[config.mk]
export PLATFORM = sky130hd
export DESIGN_NAME = pulse_train_gen_flat
export DESIGN_NICKNAME = d
export VERILOG_FILES = /design/src/rtl/pulse_train_gen_if.sv /design/src/rtl/pulse_train_gen.sv /design/src/flat_wrapper.sv
export SDC_FILE = /design/constraint.sdc
export NUM_CORES = 1
export LEC_CHECK = 0
export ABC_AREA = 1
export BUFFER_PORTS_ARGS = -buffer_cell sky130_fd_sc_hd__clkbuf_2
export CORE_UTILIZATION = 64
export CTS_BUF_LIST = sky130_fd_sc_hd__clkbuf_4
export DETAILED_ROUTE_END_ITERATION = 10
export PLACE_DENSITY = 0.83
export SKIP_LAST_GASP = 1
export SLEW_MARGIN = 40
export SYNTH_ARGS = -nofsm -noshare
export SYNTH_HDL_FRONTEND = slang
export SYNTH_SLANG_ARGS = --single-unit
[constraint.sdc]
create_clock -name clock -period 2.2 [get_ports clock]
set_input_delay 0.44 -clock clock [delete_from_list [all_inputs] [get_ports clock]]
set_output_delay 0.44 -clock clock [all_outputs]
set_load 0.05 [all_outputs]
[src/rtl/pulse_train_gen_if.sv]
// Trigger/pulse bus for pulse_train_gen: master drives trig, slave returns the pulse and status.
interface pulse_train_gen_if #(
    parameter int unsigned PEND_W = 2
);
    logic              trig;
    logic              dout;
    logic              busy;
    logic              drop;
    logic [PEND_W-1:0] pend_cnt;

    modport master (
        output trig,
        input  dout,
        input  busy,
        input  drop,
        input  pend_cnt
    );

    modport slave (
        input  trig,
        output dout,
        output busy,
        output drop,
        output pend_cnt
    );
endinterface

[src/rtl/pulse_train_gen.sv]
// Turns trigger strobes into registered pulses of HIGH_W cycles followed by a LOW_W-cycle gap.
// Define PULSE_TRAIN_PEND_EN to queue triggers that arrive while a pulse is in progress.
module pulse_train_gen #(
    parameter int unsigned HIGH_W     = 4,
    parameter int unsigned LOW_W      = 2,
    parameter int unsigned CNT_W      = 8,
    parameter int unsigned PEND_DEPTH = 3,
    parameter int unsigned PEND_W     = 2
) (
    input  logic             clock,
    input  logic             rst_n,
    pulse_train_gen_if.slave bus
);

    typedef enum logic [1:0] {StIdle, StHigh, StGap} state_e;

    localparam logic [CNT_W-1:0]  HighLast = CNT_W'(HIGH_W - 1);
    localparam logic [CNT_W-1:0]  LowLast  = CNT_W'(LOW_W - 1);
    localparam logic [PEND_W-1:0] PendMax  = PEND_W'(PEND_DEPTH);

    if (HIGH_W < 1 || HIGH_W > (1 << CNT_W) - 1 || LOW_W < 1 || LOW_W > (1 << CNT_W) - 1 ||
        PEND_DEPTH < 1 || PEND_DEPTH > (1 << PEND_W) - 1) begin : g_bad_params
        $error("pulse_train_gen: parameter out of range");
    end

    state_e            state_q, state_d;
    logic [CNT_W-1:0]  cnt_q, cnt_d;
    logic [PEND_W-1:0] pend_q, pend_d;
    logic              dout_q, dout_d;
    logic              busy_q, busy_d;
    logic              drop_q, drop_d;
    logic              gap_last;
    logic              mid_pulse;

    assign gap_last  = (state_q == StGap) && (cnt_q == LowLast);
    assign mid_pulse = (state_q == StHigh) || ((state_q == StGap) && !gap_last);

    always_comb begin
        state_d = state_q;
        cnt_d   = cnt_q;
        pend_d  = pend_q;
        drop_d  = 1'b0;

        unique case (state_q)
            StIdle: begin
                if (bus.trig) begin
                    state_d = StHigh;
                    cnt_d   = '0;
                end
            end
            StHigh: begin
                if (cnt_q == HighLast) begin
                    state_d = StGap;
                    cnt_d   = '0;
                end else begin
                    cnt_d = cnt_q + CNT_W'(1);
                end
            end
            StGap: begin
                if (gap_last) begin
                    cnt_d = '0;
                    // A queued request wins; a fresh trig then simply replaces it in the queue.
                    if (pend_q != '0) begin
                        state_d = StHigh;
                        if (!bus.trig) begin
                            pend_d = pend_q - PEND_W'(1);
                        end
                    end else if (bus.trig) begin
                        state_d = StHigh;
                    end else begin
                        state_d = StIdle;
                    end
                end else begin
                    cnt_d = cnt_q + CNT_W'(1);
                end
            end
            default: begin
                state_d = StIdle;
                cnt_d   = '0;
            end
        endcase

        if (mid_pulse && bus.trig) begin
`ifdef PULSE_TRAIN_PEND_EN
            if (pend_q != PendMax) begin
                pend_d = pend_q + PEND_W'(1);
            end else begin
                drop_d = 1'b1;
            end
`else
            drop_d = (PendMax == PendMax);
`endif
        end

        dout_d = (state_d == StHigh);
        busy_d = (state_d != StIdle);
    end

    always_ff @(posedge clock or negedge rst_n) begin
        if (!rst_n) begin
            state_q <= StIdle;
            cnt_q   <= '0;
            pend_q  <= '0;
            dout_q  <= 1'b0;
            busy_q  <= 1'b0;
            drop_q  <= 1'b0;
        end else begin
            state_q <= state_d;
            cnt_q   <= cnt_d;
            pend_q  <= pend_d;
            dout_q  <= dout_d;
            busy_q  <= busy_d;
            drop_q  <= drop_d;
        end
    end

    assign bus.dout     = dout_q;
    assign bus.busy     = busy_q;
    assign bus.drop     = drop_q;
    assign bus.pend_cnt = pend_q;

endmodule

[src/flat_wrapper.sv]
// flat-port wrapper written by rule: the top's interface ports become plain ports
module pulse_train_gen_flat 
#(
    parameter int unsigned HIGH_W     = 4,
    parameter int unsigned LOW_W      = 2,
    parameter int unsigned CNT_W      = 8,
    parameter int unsigned PEND_DEPTH = 3,
    parameter int unsigned PEND_W     = 2
)
  (clock, rst_n, bus_trig, bus_dout, bus_busy, bus_drop, bus_pend_cnt);
  pulse_train_gen_if #(.PEND_W(PEND_W)) bus_i ();
  input  logic clock;
  input  logic rst_n;
  input wire logic [$bits(bus_i.trig)-1:0] bus_trig;
  output wire logic [$bits(bus_i.dout)-1:0] bus_dout;
  output wire logic [$bits(bus_i.busy)-1:0] bus_busy;
  output wire logic [$bits(bus_i.drop)-1:0] bus_drop;
  output wire logic [$bits(bus_i.pend_cnt)-1:0] bus_pend_cnt;
  assign bus_i.trig = bus_trig;
  assign bus_dout = bus_i.dout;
  assign bus_busy = bus_i.busy;
  assign bus_drop = bus_i.drop;
  assign bus_pend_cnt = bus_i.pend_cnt;
  pulse_train_gen #(.HIGH_W(HIGH_W), .LOW_W(LOW_W), .CNT_W(CNT_W), .PEND_DEPTH(PEND_DEPTH), .PEND_W(PEND_W)) u_core (.clock(clock), .rst_n(rst_n), .bus(bus_i));
endmodule
==> results of run 1 <==
where the power goes:
group          total, W  switching [W]  internal, W
Combinational  0.000479       0.000348     0.000131
Sequential     0.000375      0.0000397     0.000335
Clock          0.000169      0.0000866    0.0000827
state kept, by name, indices dropped and copies added, names as in the netlist:
name,cells
u_core.bus.drop,1
u_core.bus.busy,1
u_core.bus.pend_cnt,2
u_core.cnt_q,8
u_core.bus.dout,1
u_core.state_q,2
synthesized netlist by cell type:
cell type  number  area, um^2
a21oi_1         6        30.0
buf_2           1        5.00
dfrtp_1        15         375
ha_1            7        87.6
inv_1          17        63.8
nand2_1        24        90.1
nand2_2         2        12.5
nand3_1         6        30.0
nand3_2         1        10.0
nor2_1         11        41.3
nor2_2          3        18.8
nor3_1          1        5.00
nor3_2          1        10.0
o21ai_0         4        20.0
o21ai_1         1        5.00
o21ai_2         1        8.76
o22ai_1         1        6.26
xor2_1          5        43.8
cell usage in the layout, fill, tap and decap left out, types with 2 or more instances in the layout:
master / netlist / final
inv_1: 17 / 17
nor2_1: 11 / 11
nand2_1: 24 / 24
clkbuf_4: 0 / 4
nand2_2: 2 / 2
ha_1: 7 / 7
a21oi_1: 6 / 6
o21ai_0: 4 / 4
clkbuf_2: 0 / 7
dfrtp_1: 15 / 15
xor2_1: 5 / 5
nor2_2: 3 / 3
nand3_1: 6 / 6
per-stage QoR:
step | hold slack (ns) | setup slack [ns] | util, %
floorplan | 0.144 | 0.774 | -
global placement | 0.364 | 0.594 | 76.8
detailed placement | 0.364 | 0.514 | 76.8
CTS | 0.0505 | 0.496 | 79.3
global route | 0.0620 | 0.326 | 79.3
finish | 0.0484 | 0.452 | 79.3
worst reg2reg max path: cells and delay by family (launching register included):
family	cells	cell delay [ns]
AND/OR/NAND/NOR	3	0.70
XOR/XNOR	1	0.17
flip-flops	1	0.42
buffers and inverters	1	0.09
AO/OA/AOI/OAI	1	0.05
adder cells (fa/ha/maj)	1	0.20
final cells by class:
cell class              count  share of cell area, %
repair buffers              7                   3.72
multi-input cells          74                   44.5
well taps                  14                   1.86
clock buffers               4                   3.19
inverters                  17                   6.78
flip-flops and latches     15                   39.9
logic make-up after synthesis:
group,count (synthesis),synth area share (%)
buf+inv,18,7.97
simple gates,49,25.2
flops,15,43.5
xor+xnor,5,5.07
compound gates,13,8.12
fa+ha+maj,7,10.1
worst paths after layout:
check                                                   start                                 end  cells past startpoint
max in group asynchronous                               rst_n         u_core.cnt_q[0]$_DFFE_PN0P_                      1
min in group clock                                   bus_trig           u_core.bus.drop$_DFF_PN0_                      3
hold reg to reg            u_core.bus.pend_cnt[1]$_DFFE_PN0P_  u_core.bus.pend_cnt[1]$_DFFE_PN0P_                      2
hold / removal                                          rst_n  u_core.bus.pend_cnt[1]$_DFFE_PN0P_                      1
setup reg to reg                  u_core.state_q[0]$_DFF_PN0_         u_core.cnt_q[6]$_DFFE_PN0P_                      7
setup / recovery                  u_core.state_q[0]$_DFF_PN0_         u_core.cnt_q[6]$_DFFE_PN0P_                      7
layer usage:
metal,vias up,track usage (%)
li1,352,-
met4,0,15.5
met2,19,43.3
met5,-,0
met1,304,31.8
met3,7,9.83
==> metrics.md, run 1 <==
| Metric | Value |
|---|---|
| Rel. slew slack | 75.8% |
| Largest net degree at the start of global routing | 16 |
| Critical-path maximum fanout | 12 |
| Wl on met1 | 729 um |
| Post-route non-filler standard cell count | 131 |
| Storage cell area | 375 um^2 |
| Cell Rows | 12 |
| Iter 0 DRT Violations | 16 |
| P&R area growth vs syn | 8.99% |
| DP Cell Count | 127 |
| Number of port buffers | 7 |
| Num CTS Buffers | 3 |
| Total power | 0.00102 W |
| Avg Cell Area, Syn | 8.07 um^2 |
| Die area | 0.00150 mm^2 |
| RSZ-0062 raised after global routing | false |
| Number of remaining DRC errors | 0 |
| DP HPWL | 1240 um |
| Final wirelength | 1580 um |
| Crit Path Class | reg2reg |
| Longest Clk Path Bufs | 2 |
| Final min period | 1.75 ns |
| CTS clk-pin slew, worst paths | 0.09 ns |
| Clock skew | 0.00195 ns |
| Post-route antenna net violation count | 0 |
| Power Density | 1090 mW/mm^2 |
| Metal3 WL | 82 um |
| CTS Sinks | 15 |
| CP endpoint kind | flop |
| Mapped Cells | 107 |
| F_max | 572 MHz |
| Die W | 38.7 um |
| Core area | 0.00119 mm^2 |
| Most used cell, CP | nand2_1 |
| Clk root buf | clkbuf_4 |
| Die Ht | 38.7 um |
| Fill cells | 87 |
| Vias in the first global route | 632 |
| Htree depth | 1 |
| CTS hold repair buffers | 0 |
| Final Hold Viols | 0 |
| Crit-path cells | inv_1 -> ha_1 -> nand2_1 -> nand2_1 -> nor3_1 -> xor2_1 -> a21oi_1 |
| Post-layout nets | 128 |
| Worst min path class | in2async |
| Met2 WL | 725 um |
| Share of layout cells above drive strength 1 | 16.2% |
| Post-synthesis sequential area ratio | 43.5% |
| Outcome | finished, final reports clean |
| Syn Nets | 117 |
| Max Cap Viol | 0 |
| Avg WL per Cell | 12.1 um |
| Endpoints failing setup | 0 |
| Leakage | 0.475 nW |
| Tcrit/Tclk final | 79.4% |
| Max Slew Vio Count | 0 |
| Initial Util | 72.8% |
| Post-cts resize count | 0 |
| Global-route wire length before repair | 2630 um |
| Synth cell types | 18 |
| IO Pins | 8 |
| Pre-antenna DRT Iters | 4 |
| Actual slew at the worst max-slew pin | 0.363 ns |
| Setup Fix Bufs, Post-CTS | 0 |
| Mapped cell area | 863 um^2 |
| Maximum VDD drop | 0.000832 V |
| Clock Latency Late Sink | 0.28 ns |
| Critical path's top delay family | simple AND/OR/NAND/NOR gates |
| Post-layout instance area | 941 um^2 |
| Ys Warns | 0 |
| Reg-to-reg slack, setup | 0.45 ns |
| Antenna violations before repair | 0 |
| Crit path buf inv count | 1 |
| CP startpoint kind | flop |
| WP data required | 2.36 ns |
| Vias after detailed routing | 682 |
| Yosys reg bits | 15 |
| Max layer used | met4 |
| CTS tree | built |
| Worst Path Arrival | 1.91 ns |
| Detail-routed via count per cell | 5.21 |
| Slowest cell on crit path | dfrtp_1 |
| GRT Total Usage | 27.5% |
| Overflow after GRT | 0 |
| Area after DPL | 911 um^2 |
| Setup tns final | 0 ns |
| CP peak stage delay | 0.42 ns |
| Final Wtd Congestion | 0.877 |
| Multi-input logic area | 419 um^2 |
| Antenna diodes | 0 |
Power figures use the tool's default switching activity.
==> inputs of run 2 (changes only) <==
Settings changed: CORE_UTILIZATION 64 to 60, PLACE_DENSITY 0.83 to 0.78.
Clock period 2.2 ns to 1.67 ns, I/O delays scaled along.
==> metrics.md, run 2 (synthesis gave the netlist of run 1 again) <==
| Metric | Value |
|---|---|
| Post-route antenna net violation count | 0 (unchanged) |
| Die Ht | 39.9 um (+3.1%) |
| Antenna violations before repair | 0 (unchanged) |
| DP HPWL | 1120 um (-9.0%) |
| Outcome | finished, final reports clean |
| CTS tree | built |
| Max Cap Viol | 0 (unchanged) |
| Post-layout nets | 130 (+1.6%) |
| Setup Fix Bufs, Post-CTS | 0 (unchanged) |
| Avg WL per Cell | 11.0 um (-9.0%) |
| Pre-CTS WS | 0.0876 ns (-0.427 ns) |
| R2R Path Start | u_core.state_q[0]$_DFF_PN0_ |
| Detail-routed via count per cell | 4.93 (-5.2%) |
| Global-route wire length before repair | 2420 um (-7.9%) |
| Endpoints failing setup | 0 (unchanged) |
| Power Density | 1400 mW/mm^2 (+29%) |
| Commonest non-fill, non-tap cell in the layout | nand2_1 |
| CP peak stage delay | 0.42 ns (about the same) |
| CTS Sinks | 15 (unchanged) |
| IO Pins | 8 (unchanged) |
| Maximum VDD drop | 0.00104 V (+25%) |
| Core area | 0.00132 mm^2 (+11%) |
| Post-layout util | 72.8% (-6.5 points) |
| Crit-path cells | inv_1 -> ha_1 -> nand2_2 -> nand2_1 -> nor3_1 -> xor2_1 -> a21oi_1 |
| Clk root buf | clkbuf_4 |
| Fill cells | 102 (+17%) |
| Cell Rows | 13 (+1) |
| Slowest cell on crit path | dfrtp_1 |
| Actual slew at the worst max-slew pin | 0.357 ns (-0.00529 ns) |
| Storage cell area | 375 um^2 (unchanged) |
| Crit path buf inv count | 1 (unchanged) |
| CTS clk-pin slew, worst paths | 0.09 ns (about the same) |
| Multi-input logic area | 422 um^2 (+0.60%) |
| Final Hold Viols | 0 (unchanged) |
| CP endpoint kind | flop |
| Largest net degree at the start of global routing | 16 (unchanged) |
| Number of port buffers | 7 (unchanged) |
| Worst reg2reg path depth | 7 (unchanged) |
| Die W | 39.9 um (+3.1%) |
| Max Slew Vio Count | 0 (unchanged) |
| F_max | 658 MHz (+15%) |
| Hold EP | u_core.bus.drop$_DFF_PN0_ |
| Biggest register | u_core.cnt_q |
| CP startpoint kind | flop |
| Antenna diodes | 0 (unchanged) |
| Largest register FFs | 8 (unchanged) |
| Longest Clk Path Bufs | 2 (unchanged) |
| Worst min path class | in2reg |
| Post-layout instance area | 960 um^2 (+2.0%) |
| Critical path's top delay family | simple AND/OR/NAND/NOR gates |
| Crit Path Class | reg2reg |
| GRT Total Usage | 23.8% (-3.7 points) |
| Num CTS Buffers | 3 (unchanged) |
| RSZ-0062 raised after global routing | false |
| Final WS setup | 0.151 ns (-0.301 ns) |
| Setup tns final | 0 ns (unchanged) |
| Share of layout cells above drive strength 1 | 17.6% (+1.4 points) |
| Clock Latency Late Sink | 0.29 ns (about the same) |
| Tcrit/Tclk final | 91.0% (+12 points) |
| Iter 0 DRT Violations | 17 (+1) |
| Critical-path maximum fanout | 7 (-5) |
| Reg-to-reg slack, setup | 0.15 ns (-0.30 ns) |
| Hold Crit Depth | 3 |
| Htree depth | 1 (unchanged) |
| Most frequent cells in the layout | nand2_1 (23), inv_1 (17), dfrtp_1 (15) |
| Initial Util | 65.5% (-7.3 points) |
| Die area | 0.00159 mm^2 (+6.3%) |
| Clock skew | 0.00286 ns (+0.000912 ns) |
| Hold_sp | bus_trig |
| Vias in the first global route | 617 (-2.4%) |
| WP data required | 1.85 ns (-0.51 ns) |
| Critical path launch point | u_core.state_q[0]$_DFF_PN0_ |
| Worst Path Arrival | 1.70 ns (-0.21 ns) |
| Area after DPL | 920 um^2 (+0.96%) |
| Capturing point of the worst reg2reg path | u_core.cnt_q[6]$_DFFE_PN0P_ |
| P&R area growth vs syn | 11.2% |
| Final Wtd Congestion | 0.845 (-3.6%) |
| Overflow after GRT | 0 (unchanged) |
| Number of remaining DRC errors | 0 (unchanged) |
| Rel. slew slack | 76.2% (+0.41 points) |
| Leakage | 0.483 nW (+1.7%) |
| Final wirelength | 1470 um (-7.0%) |
| Vias after detailed routing | 661 (-3.1%) |
| Pre-antenna DRT Iters | 4 (unchanged) |
| Final min period | 1.52 ns (-0.229 ns) |
[run 2: layer usage]
layer	global-route usage, %	wire length (um)	vias to the layer above
li1	-	-	355
met1	29.8	688	290
met2	36.7	704	12
met3	6.67	53	4
met4	12.9	25	0
met5	0	0	-
[run 2: power by group]
group	switching, W	internal, W	total, W
Sequential	0.0000545	0.000442	0.000496
Clock	0.000116	0.0000891	0.000205
Combinational	0.000459	0.000188	0.000646
[run 2: worst max-delay path by stage]
stage,to,slack (ns),cells after the start
finish,u_core.cnt_q[6]$_DFFE_PN0P_,0.15,7
global route,u_core.cnt_q[6]$_DFFE_PN0P_,0.05,7
CTS,u_core.cnt_q[6]$_DFFE_PN0P_,0.08,7
detailed placement,u_core.cnt_q[6]$_DFFE_PN0P_,0.09,7
global placement,u_core.cnt_q[6]$_DFFE_PN0P_,0.20,7
floorplan,u_core.bus.pend_cnt[0]$_DFFE_PN0P_,0.24,5
[run 2: area by class of cell]
| class | instances | share of cell area (%) |
|---|---|---|
| Timing Repair Buffer | 9 | 5.48 |
| Inverter | 17 | 6.65 |
| Tap cell | 15 | 1.96 |
| Clock buffer | 3 | 2.35 |
| Multi-Input combinational cell | 74 | 43.9 |
| Clock inverter | 1 | 0.522 |
| Sequential cell | 15 | 39.1 |
[run 2: tightest hold or removal path, cell delays in order]
cell and delay (ns):
clkbuf_2 0.10, inv_1 0.10, a21oi_1 0.05
[run 2: timing repair]
| item | in CTS | in global routing |
|---|---|---|
| hold buffers | 1 | 0 |
| endpoints found under the setup margin | 0 | 1 |
| resized for setup | 0 | 1 |
| hold endpoints to repair | 15 | 0 |
[run 2: per-stage QoR]
step / instances / power, W / hold slack, ns
2_1_floorplan: 107 / 0.000991 / 0.0384
4_1_cts: 134 / 0.00135 / 0.307
5_1_grt: 134 / 0.00146 / 0.348
3_3_place_gp: 129 / 0.00112 / 0.258
3_5_place_dp: 129 / 0.00114 / 0.264
6_report: 134 / 0.00135 / 0.329
